`config.mk`:
```
export PLATFORM = sky130hd
export DESIGN_NAME = univ_shift_reg
export DESIGN_NICKNAME = d
export VERILOG_FILES = /design/src/rtl/univ_shift_reg.sv
export SDC_FILE = /design/constraint.sdc
export NUM_CORES = 1
export LEC_CHECK = 0
export CORE_ASPECT_RATIO = 1.1
export CORE_UTILIZATION = 35
export DETAILED_ROUTE_END_ITERATION = 10
export PLACE_DENSITY = 0.62
export SLEW_MARGIN = 20
export SYNTH_ARGS = -nofsm -noshare
export SYNTH_HDL_FRONTEND = slang
export SYNTH_SLANG_ARGS = --single-unit
```
`constraint.sdc`:
```
create_clock -name clk -period 3.3 [get_ports clk]
set_clock_uncertainty 0.1 [all_clocks]
set_input_delay 0.66 -clock clk [delete_from_list [all_inputs] [get_ports clk]]
set_output_delay 0.66 -clock clk [all_outputs]
set_load 0.02 [all_outputs]
```
`src/rtl/univ_shift_reg.sv`:
```
// Universal WIDTH-bit shift register with eight modes and a saturating
// count of bit positions shifted out since the last load, clear or reset.
module univ_shift_reg #(
  parameter int               WIDTH     = 8,
  parameter logic [WIDTH-1:0] RESET_VAL = '0
) (
  input  logic                       clk,
  input  logic                       reset,
  input  logic                       en,
  input  logic [2:0]                 mode,
  input  logic                       sin_l,
  input  logic                       sin_r,
  input  logic [WIDTH-1:0]           d,
  output logic [WIDTH-1:0]           q,
  output logic                       sout_msb,
  output logic                       sout_lsb,
  output logic [$clog2(WIDTH+1)-1:0] shift_cnt,
  output logic                       drained
);

  localparam int CW = $clog2(WIDTH+1);
  localparam logic [CW-1:0] FULL = CW'(WIDTH);

  localparam logic [2:0] M_HOLD = 3'b000;
  localparam logic [2:0] M_SHL  = 3'b001;
  localparam logic [2:0] M_SHR  = 3'b010;
  localparam logic [2:0] M_LOAD = 3'b011;
  localparam logic [2:0] M_ROL  = 3'b100;
  localparam logic [2:0] M_ROR  = 3'b101;
  localparam logic [2:0] M_ASR  = 3'b110;
  localparam logic [2:0] M_CLR  = 3'b111;

  logic [WIDTH-1:0] q_q, q_d;
  logic [CW-1:0]    cnt_q, cnt_d, cnt_inc;
  logic             drained_q, drained_d;

  // count sticks at WIDTH once the register has fully drained
  assign cnt_inc = (cnt_q == FULL) ? cnt_q : cnt_q + CW'(1);

  always_comb begin
    q_d   = q_q;
    cnt_d = cnt_q;
    if (en) begin
      unique case (mode)
        M_HOLD: begin
        end
        M_SHL: begin
          q_d   = {q_q[WIDTH-2:0], sin_r};
          cnt_d = cnt_inc;
        end
        M_SHR: begin
          q_d   = {sin_l, q_q[WIDTH-1:1]};
          cnt_d = cnt_inc;
        end
        M_LOAD: begin
          q_d   = d;
          cnt_d = '0;
        end
        M_ROL: begin
          q_d   = {q_q[WIDTH-2:0], q_q[WIDTH-1]};
          cnt_d = cnt_inc;
        end
        M_ROR: begin
          q_d   = {q_q[0], q_q[WIDTH-1:1]};
          cnt_d = cnt_inc;
        end
        M_ASR: begin
          q_d   = {q_q[WIDTH-1], q_q[WIDTH-1:1]};
          cnt_d = cnt_inc;
        end
        M_CLR: begin
          q_d   = '0;
          cnt_d = '0;
        end
      endcase
    end
  end

  assign drained_d = (cnt_d == FULL);

  always_ff @(posedge clk) begin
    if (reset) begin
      q_q       <= RESET_VAL;
      cnt_q     <= '0;
      drained_q <= 1'b0;
    end else begin
      q_q       <= q_d;
      cnt_q     <= cnt_d;
      drained_q <= drained_d;
    end
  end

  assign q         = q_q;
  assign sout_msb  = q_q[WIDTH-1];
  assign sout_lsb  = q_q[0];
  assign shift_cnt = cnt_q;
  assign drained   = drained_q;

endmodule

```
==> summary.md, run 1 <==
| Metric | Value |
|---|---|
| Worst-skew pair later-pin latency | ~0.30 ns |
| Vias | around 960 |
| Netlist cell types | 36 |
| CTS Buffer Depth | 2 |
| Gate count of the mapped netlist | ~110 |
| Setup CP Type | primary input to flip-flop |
| Num CTS Buffers | 3 |
| Ports | 31 |
| Switch Pwr | approximately 0.00013 W |
| R2R Path Start | shift_cnt[0] |
| Final ANT Viol Nets | 0 |
| Critical Path RT | roughly 3.4 ns |
| DR iter-0 viols | 24 |
| XOR/XNOR Fraction of Synth Area | 0 |
| CP peak stage delay | between 0.5 and 0.6 ns |
| HP Start | q[0] |
| Final nets | 163 |
| Detail Placement HPWL | approximately 1.7 mm |
| Total placed cells including tap cells | between 150 and 200 |
| DRC viols | 0 |
| Antenna Cells | 0 |
| Buffers on Ports | 30 |
| Syn Area/Cell | slightly below 8 um^2 |
| Syn-to-layout area delta | 37.6% |
| Largest net degree at the start of global routing | 14 |
| Final WL | approximately 2.4 mm |
| Yosys reg bits | 13 |
| GR Overflow Total | 0 |
| Power Density | 335 nW/um^2 |
| Initial DRT Pass Iterations | 4 |
| Crit end category | flip-flop |
| Clk network pwr share | 0.255 |
| RSZ-0062 raised after global routing | no |
| Ratio of cells with drive above 1 in the final layout | 0.0915 |
| Max Cap Viol | 0 |
| Reg-to-Reg End | drained |
| Path depth of the worst reg2reg path | 6 |
| Cells along the critical path | clkdlybuf4s50_1, ha_1, or3_4, and2_4, a32o_2, nor4_2 |
| Worst Hold Class | flip-flop to flip-flop |
| Share of the yosys chip area belonging to registers | 0.293 |
| Vias in the first global route | roughly 940 |
| Fin crit period | roughly 2.5 ns |
| Worst vdd ir | approximately 240 uV |
| Worst rel slew slack | 0.611 |
| Status | completed |
| Post-CTS Resized | 0 |
| CTS tree | done |
| Leakage | ~0.46 nW |
| Flop pwr share | 0.433 |
| H-tree lvl count | 1 |
| Startpoint class of the critical path | primary input |
| Post-CTS Setup Inserts | 0 |
| Fin crit share | 0.752 |
| Core area | approximately 2300 um^2 |
| Count of final max-slew check failures | 0 |
| Setup slack, reg-to-reg | approximately 1.7 ns |
| Post-synthesis adder-cell area fraction | 0.0563 |
| Switching share of power | 0.324 |
| Placer Congestion | 0.861 |
| Compound-Gate Fraction of Synth Area | 0.293 |
| Clk sinks | 13 |
| Vias per cell | 5.59 |
| CP arrival | around 2.6 ns |
| Multiplexer area fraction after synthesis | 0.0127 |
| Routed len/inst | 13.8 um |
| Starting Density | 0.383 |
| Die H | about 55 um |
| Initial antenna violation count | 0 |
| First-pass GRT wire length | between 3 and 4 mm |
| Critical path peak fanout | 8 |
| Final hold violations | 0 |
| Combinational group share of total power | 0.312 |
| Worst-Margin Slew | approximately 0.58 ns |
| Ys Warns | 0 |
| Largest family of logic cells by synthesized area | compound AO/OA/AOI/OAI gates |
| Die area | ~2700 um^2 |
| Worst Hold Depth | 2 |
| CTS root buffer | clkbuf_4 |
| Syn Std Cell Area | slightly below 900 um^2 |
| Layout Cells excl Fill | about 170 |
| Final setup TNS | 0 ns |
| Simple-gate share of the synthesized area | 0.274 |
| Die W | 50.1 um |
| Cell Rows | 18 |
| Setup violators final | 0 |
| Hold Path Sink | q[0] |
| CP startpoint | mode[2] |
| F_max | between 400 and 500 MHz |
| Synthesized netlist net count | about 130 |
| P_int | 0.000277 W |
| Clock transition at path regs | 0.09 ns |
| Number of hold buffers added after cts | 0 |
| Final hold slack | 0.427 ns |
| Worst path slowest cell | clkdlybuf4s50_1 |
| GRT Total Usage | 0.193 |
[critical path: cells and delay by family]
kind / cells / cell delay, ns
simple gates: 3 / 0.85
buf+inv: 1 / 0.53
fa+ha+maj: 1 / 0.27
compound gates: 1 / 0.27
[how the worst max path moves through the flow]
stage / endpoint / slack [ns] / cells after the start
2_1_floorplan: drained / 1.03 / 7
3_3_place_gp: q[2] / 0.57 / 6
3_5_place_dp: drained / 0.52 / 6
4_1_cts: drained / 0.81 / 6
5_1_grt: q[4] / 0.71 / 6
6_report: drained / 0.82 / 6
[power by group through the flow]
stage | registers, W | clock network, W | logic (W)
global route | 0.000179 | 0.000110 | 0.000139
global placement | 0.000181 | 0 | 0.000127
CTS | 0.000178 | 0.000106 | 0.000128
finish | 0.000178 | 0.000104 | 0.000128
floorplan | 0.000190 | 0 | 0.0000630
detailed placement | 0.000181 | 0 | 0.000127
[flip-flops by register name (all words and copies together), names as in the netlist]
register,flops
drained,1
shift_cnt,4
q,8
[kinds of logic (layout without fill, tap and decap cells)]
logic type,Yosys count,count (layout)
adder cells (fa/ha/maj),4,4
AO/OA/AOI/OAI,39,39
buffers and inverters,13,41
multiplexers,1,1
AND/OR/NAND/NOR,44,44
flip-flops,13,13
[synthesized netlist by cell type, drive strengths merged]
library cell  instances  area, um^2
dfxtp                13         260
nand2                10        37.5
nor2                 10        37.5
a21oi                 9        45.0
o21ai                 9        45.0
nor3                  8        40.0
a211oi                6        45.0
clkbuf                5        18.8
inv                   5        18.8
ha                    4        50.1
nand3                 4        20.0
nor2b                 4        32.5
buf                   3        26.3
a21o                  2        15.0
a221o                 2        20.0
a22oi                 2        15.0
and3b                 2        17.5
a221oi                1        8.76
a311oi                1        8.76
a31oi                 1        6.26
a32o                  1        11.3
a32oi                 1        8.76
and2                  1        8.76
mux2                  1        11.3
nor3b                 1        12.5
nor4                  1        12.5
o2111ai               1        8.76
o21a                  1        7.51
o21bai                1        7.51
o31ai                 1        7.51
or2                   1        6.26
or3                   1        11.3
or4                   1        7.51
[layout make-up]
cell class / count / area [um^2]
Timing Repair Buffer: 32 / 315
Multi-Input combinational cell: 88 / 566
Tap cell: 30 / 37.5
Sequential cell: 13 / 260
Clock buffer: 4 / 26.3
Fill cell: 230 / 1100
Inverter: 5 / 18.8
[placed cells by master (no fill, tap or decap), types with 4 or more instances in the layout]
cell type        Yosys  layout
o21ai_0              8       8
dfxtp_1             13      13
nor2_1              10      10
nand3_1              4       4
nor3_1               8       8
a211oi_1             6       6
inv_1                5       5
clkdlybuf4s50_1      0      30
ha_1                 4       4
nand2_1             10      10
a21oi_1              9       9
[layer usage]
| metal | vias up | share of wire | track usage | wire (um) |
|---|---|---|---|---|
| li1 | 476 | - | - | - |
| met1 | 444 | 0.44 | 0.206 | 1050 |
| met2 | 35 | 0.47 | 0.364 | 1120 |
| met3 | 7 | 0.055 | 0.0278 | 129 |
| met4 | 0 | 0.027 | 0.114 | 64 |
| met5 | - | 0 | 0 | 0 |
[per-stage QoR]
stage,util,power [W],cell area [um^2],setup slack (ns)
final,0.528,0.000410,1220,0.818
after global routing,0.528,0.000428,1220,0.715
after CTS,0.528,0.000412,1220,0.809
after detailed placement,0.516,0.000308,1200,0.516
after global placement,0.516,0.000308,1200,0.568
after floorplan,-,0.000253,890,1.03
No activity file was read; power rests on OpenSTA's default activity.
==> inputs of run 2 (changes only) <==
--- a/config.mk
+++ b/config.mk
@@ -8,7 +8,7 @@
 export CORE_ASPECT_RATIO = 1.1
 export CORE_UTILIZATION = 35
 export DETAILED_ROUTE_END_ITERATION = 10
-export PLACE_DENSITY = 0.62
+export PLACE_DENSITY = 0.64
 export SLEW_MARGIN = 20
 export SYNTH_ARGS = -nofsm -noshare
 export SYNTH_HDL_FRONTEND = slang
==> constraint.sdc (replaced) <==
create_clock -name clk -period 2.19 [get_ports clk]
set_clock_uncertainty 0.1 [all_clocks]
set_input_delay 0.438 -clock clk [delete_from_list [all_inputs] [get_ports clk]]
set_output_delay 0.438 -clock clk [all_outputs]
set_load 0.02 [all_outputs]
==> summary.md, run 2 (synthesis results as in run 1) <==
| Metric | Value |
|---|---|
| Max Cap Viol | 0 (unchanged) |
| Leakage | 0.547 nW (+19%) |
| Worst rel slew slack | 0.808 (+0.197) |
| Fin crit period | ~2.1 ns |
| Core area | 2320 um^2 (unchanged) |
| CTS tree | done |
| Die W | 50.1 um (unchanged) |
| Ratio of cells with drive above 1 in the final layout | 0.196 (+0.105) |
| Critical Path RT | 2.28 ns (-1.12 ns) |
| Ports | 31 (unchanged) |
| Final hold slack | 0.421 ns (-0.00549 ns) |
| Worst vdd ir | 301 uV (+27%) |
| Die area | 2750 um^2 (unchanged) |
| Final ANT Viol Nets | 0 (unchanged) |
| Vias per cell | 5.55 (-0.71%) |
| Buffer and inverter count on the worst path | 1 (unchanged) |
| Num CTS Buffers | 3 (unchanged) |
| CP arrival | 2.19 ns (-0.39 ns) |
| Power Density | 475 nW/um^2 (+42%) |
| Placer Congestion | 0.822 (-4.6%) |
| H-tree lvl count | 1 (unchanged) |
| Design area | 1350 um^2 (+11%) |
| Vias | 1,044 (+8.5%) |
| Post-layout utilization of the core | 0.583 (+0.0556) |
| Initial antenna violation count | 0 (unchanged) |
| Worst path slowest cell | clkdlybuf4s50_1 |
| Detail Placement HPWL | 1.88 mm (+7.8%) |
| Starting Density | 0.383 (unchanged) |
| Setup slack, reg-to-reg | 0.57 ns (-1.17 ns) |
| DRC viols | 0 (unchanged) |
| Crit end category | flip-flop |
| Clk sinks | 13 (unchanged) |
| Count of final max-slew check failures | 0 (unchanged) |
| Fillers | 238 (+3.5%) |
| RSZ-0062 raised after global routing | no |
| Status | completed |
| First-pass GRT wire length | 4.06 mm (+4.5%) |
| Most common cell after layout, fill and taps aside | clkdlybuf4s50_1 |
| Critical path peak fanout | 4 (-4) |
| Largest net degree at the start of global routing | 13 (-1) |
| GR Overflow Total | 0 (unchanged) |
| Vias in the first global route | 953 (+1.1%) |
| Final hold violations | 0 (unchanged) |
| Routed len/inst | 13.2 um (-4.3%) |
| Cells along the critical path | clkdlybuf4s50_1, nor3b_2, or3_4, and2_4, a221o_1, nor4_2 |
| Fin crit share | 0.961 |
| Worst Hold Class | flip-flop to flip-flop |
| Clock transition at path regs | 0.09 ns (about the same) |
| Number of hold buffers added after cts | 0 (unchanged) |
| Antenna Cells | 0 (unchanged) |
| Final setup TNS | 0 ns (unchanged) |
| CP peak stage delay | 0.49 ns (-0.04 ns) |
| Place WS | -0.261 ns (-0.777 ns) |
| Final nets | 179 (+9.8%) |
| Setup CP Type | primary input to flip-flop |
| Number of flip-flops in the largest register | 8 (unchanged) |
| CTS root buffer | clkbuf_4 |
| Worst-Margin Slew | 0.289 ns (-0.290 ns) |
| Die H | 54.9 um (unchanged) |
| Final WL | 2.48 mm (+4.6%) |
| Worst-skew pair later-pin latency | 0.28 ns (-0.02 ns) |
| Syn-to-layout area delta | 52.0% |
| GRT Total Usage | 0.200 (+0.00728) |
| F_max | ~480 MHz |
| Setup violators final | 0 (unchanged) |
| Startpoint class of the critical path | primary input |
| Post-route setup slack | 0.0855 ns (-0.733 ns) |
| DR iter-0 viols | 27 (+13%) |
| Initial DRT Pass Iterations | 4 (unchanged) |
| Buffers on Ports | 30 (unchanged) |
| Leading cell types in the layout, fill and taps excluded | clkdlybuf4s50_1, buf_4, dfxtp_1 |
| Cell Rows | 18 (unchanged) |
| Placed Area | 1320 um^2 (+10%) |
| Top delay family on crit path | simple AND/OR/NAND/NOR gates |
| CTS Buffer Depth | 2 (unchanged) |
## run 2: where the power goes
group / leakage [nW] / total [W] / switching (W) / internal [W]
Clock: 0.0150 / 0.000156 / 0.0000855 / 0.0000706
Sequential: 0.106 / 0.000267 / 0.0000163 / 0.000251
Combinational: 0.426 / 0.000220 / 0.000103 / 0.000116
Total: 0.547 / 0.000643 / 0.000205 / 0.000438
## run 2: final timing paths
check | start | end | depth (start not counted)
worst max register to register | shift_cnt[0] | drained | 4
worst max-delay path | mode[0] | drained | 6
worst min-delay path | q[0] | q[0] | 2
worst min register to register | q[0] | q[0] | 2
## run 2: final cells by class
| class | count | area, um^2 | area share |
|---|---|---|---|
| sequential | 13 | 260 | 0.192 |
| inverter | 5 | 18.8 | 0.0139 |
| tap | 30 | 37.5 | 0.0278 |
| clock buffer | 4 | 26.3 | 0.0194 |
| timing repair buffer | 48 | 442 | 0.327 |
| multi-input combinational | 88 | 568 | 0.420 |
## run 2: stage by stage
stage / total power (W) / instances
detailed placement: 0.000490 / 184
floorplan: 0.000381 / 114
global placement: 0.000487 / 184
finish: 0.000643 / 188
CTS: 0.000646 / 188
global route: 0.000676 / 188
## run 2: layer usage
metal / vias to the layer above / wire, um / GRT usage
li1: 509 / - / -
met5: - / 0 / 0
met3: 4 / 153 / 0.0528
met4: 0 / 27 / 0.0810
met2: 47 / 1230 / 0.378
met1: 484 / 1070 / 0.213
## run 2: worst reg2reg max path, cell delays in order, from the launching register on
cell and delay (ns):
dfxtp_1 0.41, inv_1 0.11, ha_1 0.31, a221o_1 0.34, nor4_2 0.25
## run 2: what timing repair did
| item | in CTS | in global routing |
|---|---|---|
| buffers inserted | 0 | 0 |
| gates resized for setup | 0 | 4 |
| endpoints found under the setup margin | 0 | 1 |
==> inputs of run 3 (changes only) <==
--- a/config.mk
+++ b/config.mk
@@ -9,6 +9,8 @@
 export CORE_UTILIZATION = 35
 export DETAILED_ROUTE_END_ITERATION = 10
 export PLACE_DENSITY = 0.64
+export RECOVER_POWER = 100
+export SETUP_SLACK_MARGIN = 0.2
 export SLEW_MARGIN = 20
 export SYNTH_ARGS = -nofsm -noshare
 export SYNTH_HDL_FRONTEND = slang
==> summary.md, run 3 (synthesis results as in run 1) <==
| Metric | Value |
|---|---|
| Largest net degree at the start of global routing | 12 (-1) |
| Clock transition at path regs | 0.09 ns (about the same) |
| Fillers | 241 (+1.3%) |
| Fin crit period | 2.00 ns (-0.0998 ns) |
| Most common cell after layout, fill and taps aside | buf_4 |
| Clk sinks | 13 (unchanged) |
| Final ANT Viol Nets | 0 (unchanged) |
| Worst-skew pair later-pin latency | 0.28 ns (about the same) |
| Leading cell types in the layout, fill and taps excluded | buf_4, dlygate4sd3_1, dfxtp_1 |
| GR Overflow Total | 0 (unchanged) |
| F_max | 499 MHz (+5.0%) |
| DR iter-0 viols | 18 (-33%) |
| Worst rel slew slack | 0.743 (-0.0645) |
| CP arrival | 2.10 ns (-0.09 ns) |
| Detail Placement HPWL | 1.85 mm (-1.5%) |
| Vias per cell | 5.43 (-2.3%) |
| Die W | 50.1 um (unchanged) |
| CTS root buffer | clkbuf_4 |
| Final WL | 2.54 mm (+2.6%) |
| Buffers on Ports | 30 (unchanged) |
| Final total power | 0.000637 W (-0.91%) |
| Power Density | 469 nW/um^2 (-1.3%) |
| Number of flip-flops in the largest register | 8 (unchanged) |
| Top delay family on crit path | simple AND/OR/NAND/NOR gates |
| Place WS | -0.215 ns (+0.0460 ns) |
| Die area | 2750 um^2 (unchanged) |
| Placer Congestion | 0.831 (+1.1%) |
| CTS Buffer Depth | 2 (unchanged) |
| Ports | 31 (unchanged) |
| Final hold violations | 0 (unchanged) |
| Setup CP Type | primary input to flip-flop |
| Vias in the first global route | 980 (+2.8%) |
| Ratio of cells with drive above 1 in the final layout | 0.210 (+0.0137) |
| Worst path slowest cell | or3_4 |
| Worst-Margin Slew | 0.385 ns (+0.0960 ns) |
| CTS tree | done |
| Startpoint class of the critical path | primary input |
| Initial DRT Pass Iterations | 4 (unchanged) |
| Critical Path RT | 2.29 ns (about the same) |
| DRC viols | 0 (unchanged) |
| Buffer and inverter count on the worst path | 2 (+1) |
| Worst Hold Class | flip-flop to flip-flop |
| First-pass GRT wire length | 4.26 mm (+5.1%) |
| Starting Density | 0.383 (unchanged) |
| Routed len/inst | 13.2 um (+0.49%) |
| Number of hold buffers added after cts | 0 (unchanged) |
| Vias | 1,042 (-0.19%) |
| Setup violators final | 0 (unchanged) |
| Count of final max-slew check failures | 0 (unchanged) |
| Cell Rows | 18 (unchanged) |
| Status | completed |
| Antenna Cells | 0 (unchanged) |
| Max Cap Viol | 0 (unchanged) |
| Syn-to-layout area delta | 52.6% |
| Fin crit share | 0.915 (-0.0456) |
| Final hold slack | 0.415 ns (-0.00647 ns) |
| Initial antenna violation count | 0 (unchanged) |
| Crit end category | flip-flop |
| Leakage | 0.591 nW (+8.0%) |
| Post-route setup slack | 0.185 ns (+0.0998 ns) |
| GRT Total Usage | 0.209 (+0.00858) |
| Cells along the critical path | clkdlybuf4s25_1, ha_1, or3_4, and2_4, buf_4, a32o_2, nor4_2 |
| Final setup TNS | 0 ns (unchanged) |
| CP peak stage delay | 0.39 ns (-0.10 ns) |
| RSZ-0062 raised after global routing | no |
| Final nets | 183 (+2.2%) |
| Worst vdd ir | 420 uV (+40%) |
| Critical path peak fanout | 3 (-1) |
| Core area | 2320 um^2 (unchanged) |
| Num CTS Buffers | 3 (unchanged) |
| H-tree lvl count | 1 (unchanged) |
| Die H | 54.9 um (unchanged) |
-- run 3: cell types whose count changed in the layout (fill, tap and decap cells not counted), moves of 3 or more --
| cell | change |
|---|---|
| clkdlybuf4s50_1 | -17 |
| buf_4 | +3 |
| clkbuf_1 | +3 |
| dlygate4sd3_1 | +15 |
-- run 3: routing by layer --
metal	part of all wire	wire, um	global-route usage
met1	0.42	1070	0.226
met2	0.50	1270	0.389
met5	0	0	0
met3	0.061	155	0.0611
met4	0.018	46	0.0714
-- run 3: what timing repair did --
item	CTS	global route
resized for setup	6	6
buffers inserted	1	1
pin swaps	2	2
setup endpoints to repair	6	1
-- run 3: cell type report --
class                   instances  area, um^2  share of cell area
clock buffers                   4        26.3              0.0194
inverters                       5        18.8              0.0138
multi-input cells              88         568               0.418
flip-flops and latches         13         260               0.192
well taps                      30        37.5              0.0276
repair buffers                 52         447               0.329
-- run 3: final timing paths --
kind,start,endpoint,slack (ns),cells past startpoint
hold / removal,q[0],q[0],0.41,2
setup / recovery,mode[2],drained,0.19,7
hold reg to reg,q[0],q[0],0.41,2
setup reg to reg,shift_cnt[0],drained,0.65,6
-- run 3: per-stage QoR --
stage / instances / util / instance area (um^2)
final: 192 / 0.585 / 1360
after global routing: 192 / 0.585 / 1360
after CTS: 191 / 0.592 / 1370
after detailed placement: 186 / 0.576 / 1340
after global placement: 186 / 0.576 / 1340
after floorplan: 114 / - / 892
-- run 3: power by group --
| part | internal [W] | leakage [nW] | total, W | switching (W) |
|---|---|---|---|---|
| sequential | 0.000251 | 0.106 | 0.000266 | 0.0000156 |
| clock | 0.0000706 | 0.0150 | 0.000156 | 0.0000854 |
| combinational | 0.000111 | 0.470 | 0.000215 | 0.000104 |
-- run 3: worst min-delay path: cells and delay by family (launching register included) --
family	cells	cell delay, ns
AND/OR/NAND/NOR	1	0.07
flip-flops	1	0.35
AO/OA/AOI/OAI	1	0.06
==> edit: new RTL, flow settings as in run 2 <==
Make the reset (`reset`) asynchronous in one clocked block.
--- a/src/rtl/univ_shift_reg.sv
+++ b/src/rtl/univ_shift_reg.sv
@@ -79,5 +79,5 @@
   assign drained_d = (cnt_d == FULL);
 
-  always_ff @(posedge clk) begin
+  always_ff @(posedge clk or posedge reset) begin
     if (reset) begin
       q_q       <= RESET_VAL;
Check against the original RTL: differs if reset is asserted again (counterexample within 4 cycles, from zero or initial values and one cycle with reset high); with reset held inactive, the same outputs for 10 cycles.
==> edit against run 2 <==
Setup slack improved by 0.21 ns. Design area decreased by 0.74%. Sequential cell count unchanged. Wire length hardly changed. Synthesized area up 7.7%. Sequential share of layout area up 5.0 points. First-iteration DRC count is 33% lower. Largest cell class unchanged.
Power is not compared: it rests on default switching activity, and its combinational part moved more than twofold at a synthesized area within 25%.
==> edit: results (changes against run 2) <==
status completed (unchanged); dpl hpwl 1860 um (was 1880 um); reg2reg start shift_cnt[0] (unchanged); worst setup path endpoint sout_msb (was drained); R2R Setup Slk 0.53 ns (was 0.57 ns); R2R cell count 7 (was 4); Syn Nets 126 (was 134); Max Buffers Root-to-Sink 2 (unchanged); inverters 9 (was 5); sequential cell count 13 (unchanged); DR iter-0 viols 18 (was 27); Seq/Total Area, Yosys 0.339 (was 0.293); worst skew pair latency 0.28 ns (about the same); total area of sequential cells 325 um2 (was 260 um2); synth top area cells dfrtp_1 34%, nand2_1 7.0%, maj3_2 4.7% (was dfxtp_1 29%, ha_1 5.6%, a21oi_1 5.1%); worst setup slack after placement 0.0470 ns (was -0.261 ns); PortBufs 30 (unchanged); Non-clk bufs 39 (was 48); post-cts sizing count 0 (unchanged); WL per Instance 14.2 um (was 13.2 um); #MultiIn Comb 78 (was 88); CP peak stage delay 0.63 ns (was 0.49 ns); Worst-Margin Slew 0.516 ns (was 0.289 ns); Post-synth top flop dfrtp_1 (was dfxtp_1); Antenna diodes 0 (unchanged); fillcell total 245 (was 238); crit path max-delay cell type clkdlybuf4s50_1 (unchanged); CP arrival 1.36 ns (was 2.19 ns); Max Freq 528 MHz (was 475 MHz); DRT Pass-1 Iters 4 (unchanged); GRT Util Overall 0.191 (was 0.200); first-pass GRT wire length 4160 um (was 4060 um); FFs w/ async S/R, synth 1.00 (was 0); CTS Root Cell clkbuf_4 (unchanged); multi-input combinational area share 0.401 (was 0.420); max reg flops 8 (unchanged); fraction of layout instances using a drive strength above 1 0.175 (was 0.196); H-tree depth 1 (unchanged); Final clock-cell share 0.0196 (was 0.0194); via count 949 (was 1,044); Max IR drop VDD 0.642 mV; vias in the first global route 926 (was 953); Placer Congestion 0.792 (was 0.822); syn_area_per_cell 8.87 um2 (was 7.80 um2); routed wire length 2480 um (about the same); reg2reg end drained (unchanged); post-CTS setup buffers 0 (unchanged); synth cell count leaders 18 x nand2_1, 13 x dfrtp_1, 8 x inv_1 (was 13 x dfxtp_1, 10 x nand2_1, 10 x nor2_1); Crit Path Max Fanout 5 (was 4); # clk buffers 4 (unchanged); Hold Path Class in2async (was reg2reg); Netlist cell types 38 (was 36); cell family with most CP delay buffers and inverters (was simple AND/OR/NAND/NOR gates); Worst Setup SP q[7] (was mode[0]); initial antenna violation count 0 (unchanged); largest net degree at the start of global routing 24 (was 13); Post-DP Area 1320 um2 (about the same); Post-Layout Inst Area 1340 um2 (was 1350 um2); Nets 162 (was 179); non-clock buffer share of cell area 0.283 (was 0.327)
[edit: metrics by stage]
| stage | utilization | hold WS (ns) | total power [mW] |
|---|---|---|---|
| after floorplan | - | 0.215 | 0.616 |
| after global placement | 0.517 | 0.455 | 0.817 |
| after detailed placement | 0.517 | 0.461 | 0.822 |
| after CTS | 0.528 | 0.389 | 0.980 |
| after global routing | 0.528 | 0.442 | 1.04 |
| final | 0.528 | 0.377 | 0.971 |
[edit: routing by layer]
layer  share of wire  vias up  GRT usage
met2            0.50       32      0.324
met1            0.43      452      0.226
met5               0        -          0
met4           0.015        0     0.0695
li1                -      460          -
met3           0.054        5     0.0488
[edit: worst min-delay path by stage]
| stage | start | to | slack [ns] | depth (start not counted) |
|---|---|---|---|---|
| final | reset | q[7] | 0.38 | 2 |
| after detailed placement | q[1] | q[1] | 0.46 | 1 |
| after CTS | reset | q[4] | 0.39 | 2 |
| after global placement | q[6] | q[6] | 0.46 | 1 |
| after global routing | reset | q[4] | 0.44 | 2 |
| after floorplan | reset | drained | 0.21 | 1 |
[edit: logic make-up after synthesis]
family | share of synthesized area
AO/OA/AOI/OAI | 0.261
XOR/XNOR | 0.00914
adder cells (fa/ha/maj) | 0.0731
buffers and inverters | 0.0992
flip-flops | 0.339
multiplexers | 0.0587
AND/OR/NAND/NOR | 0.159
[edit: power breakdown]
group | leakage [nW] | internal (mW) | switching, mW | total (mW)
sequential | 0.158 | 0.295 | 0.0643 | 0.359
combinational | 0.378 | 0.224 | 0.236 | 0.460
clock | 0.0150 | 0.0707 | 0.0807 | 0.151
total | 0.551 | 0.589 | 0.381 | 0.971
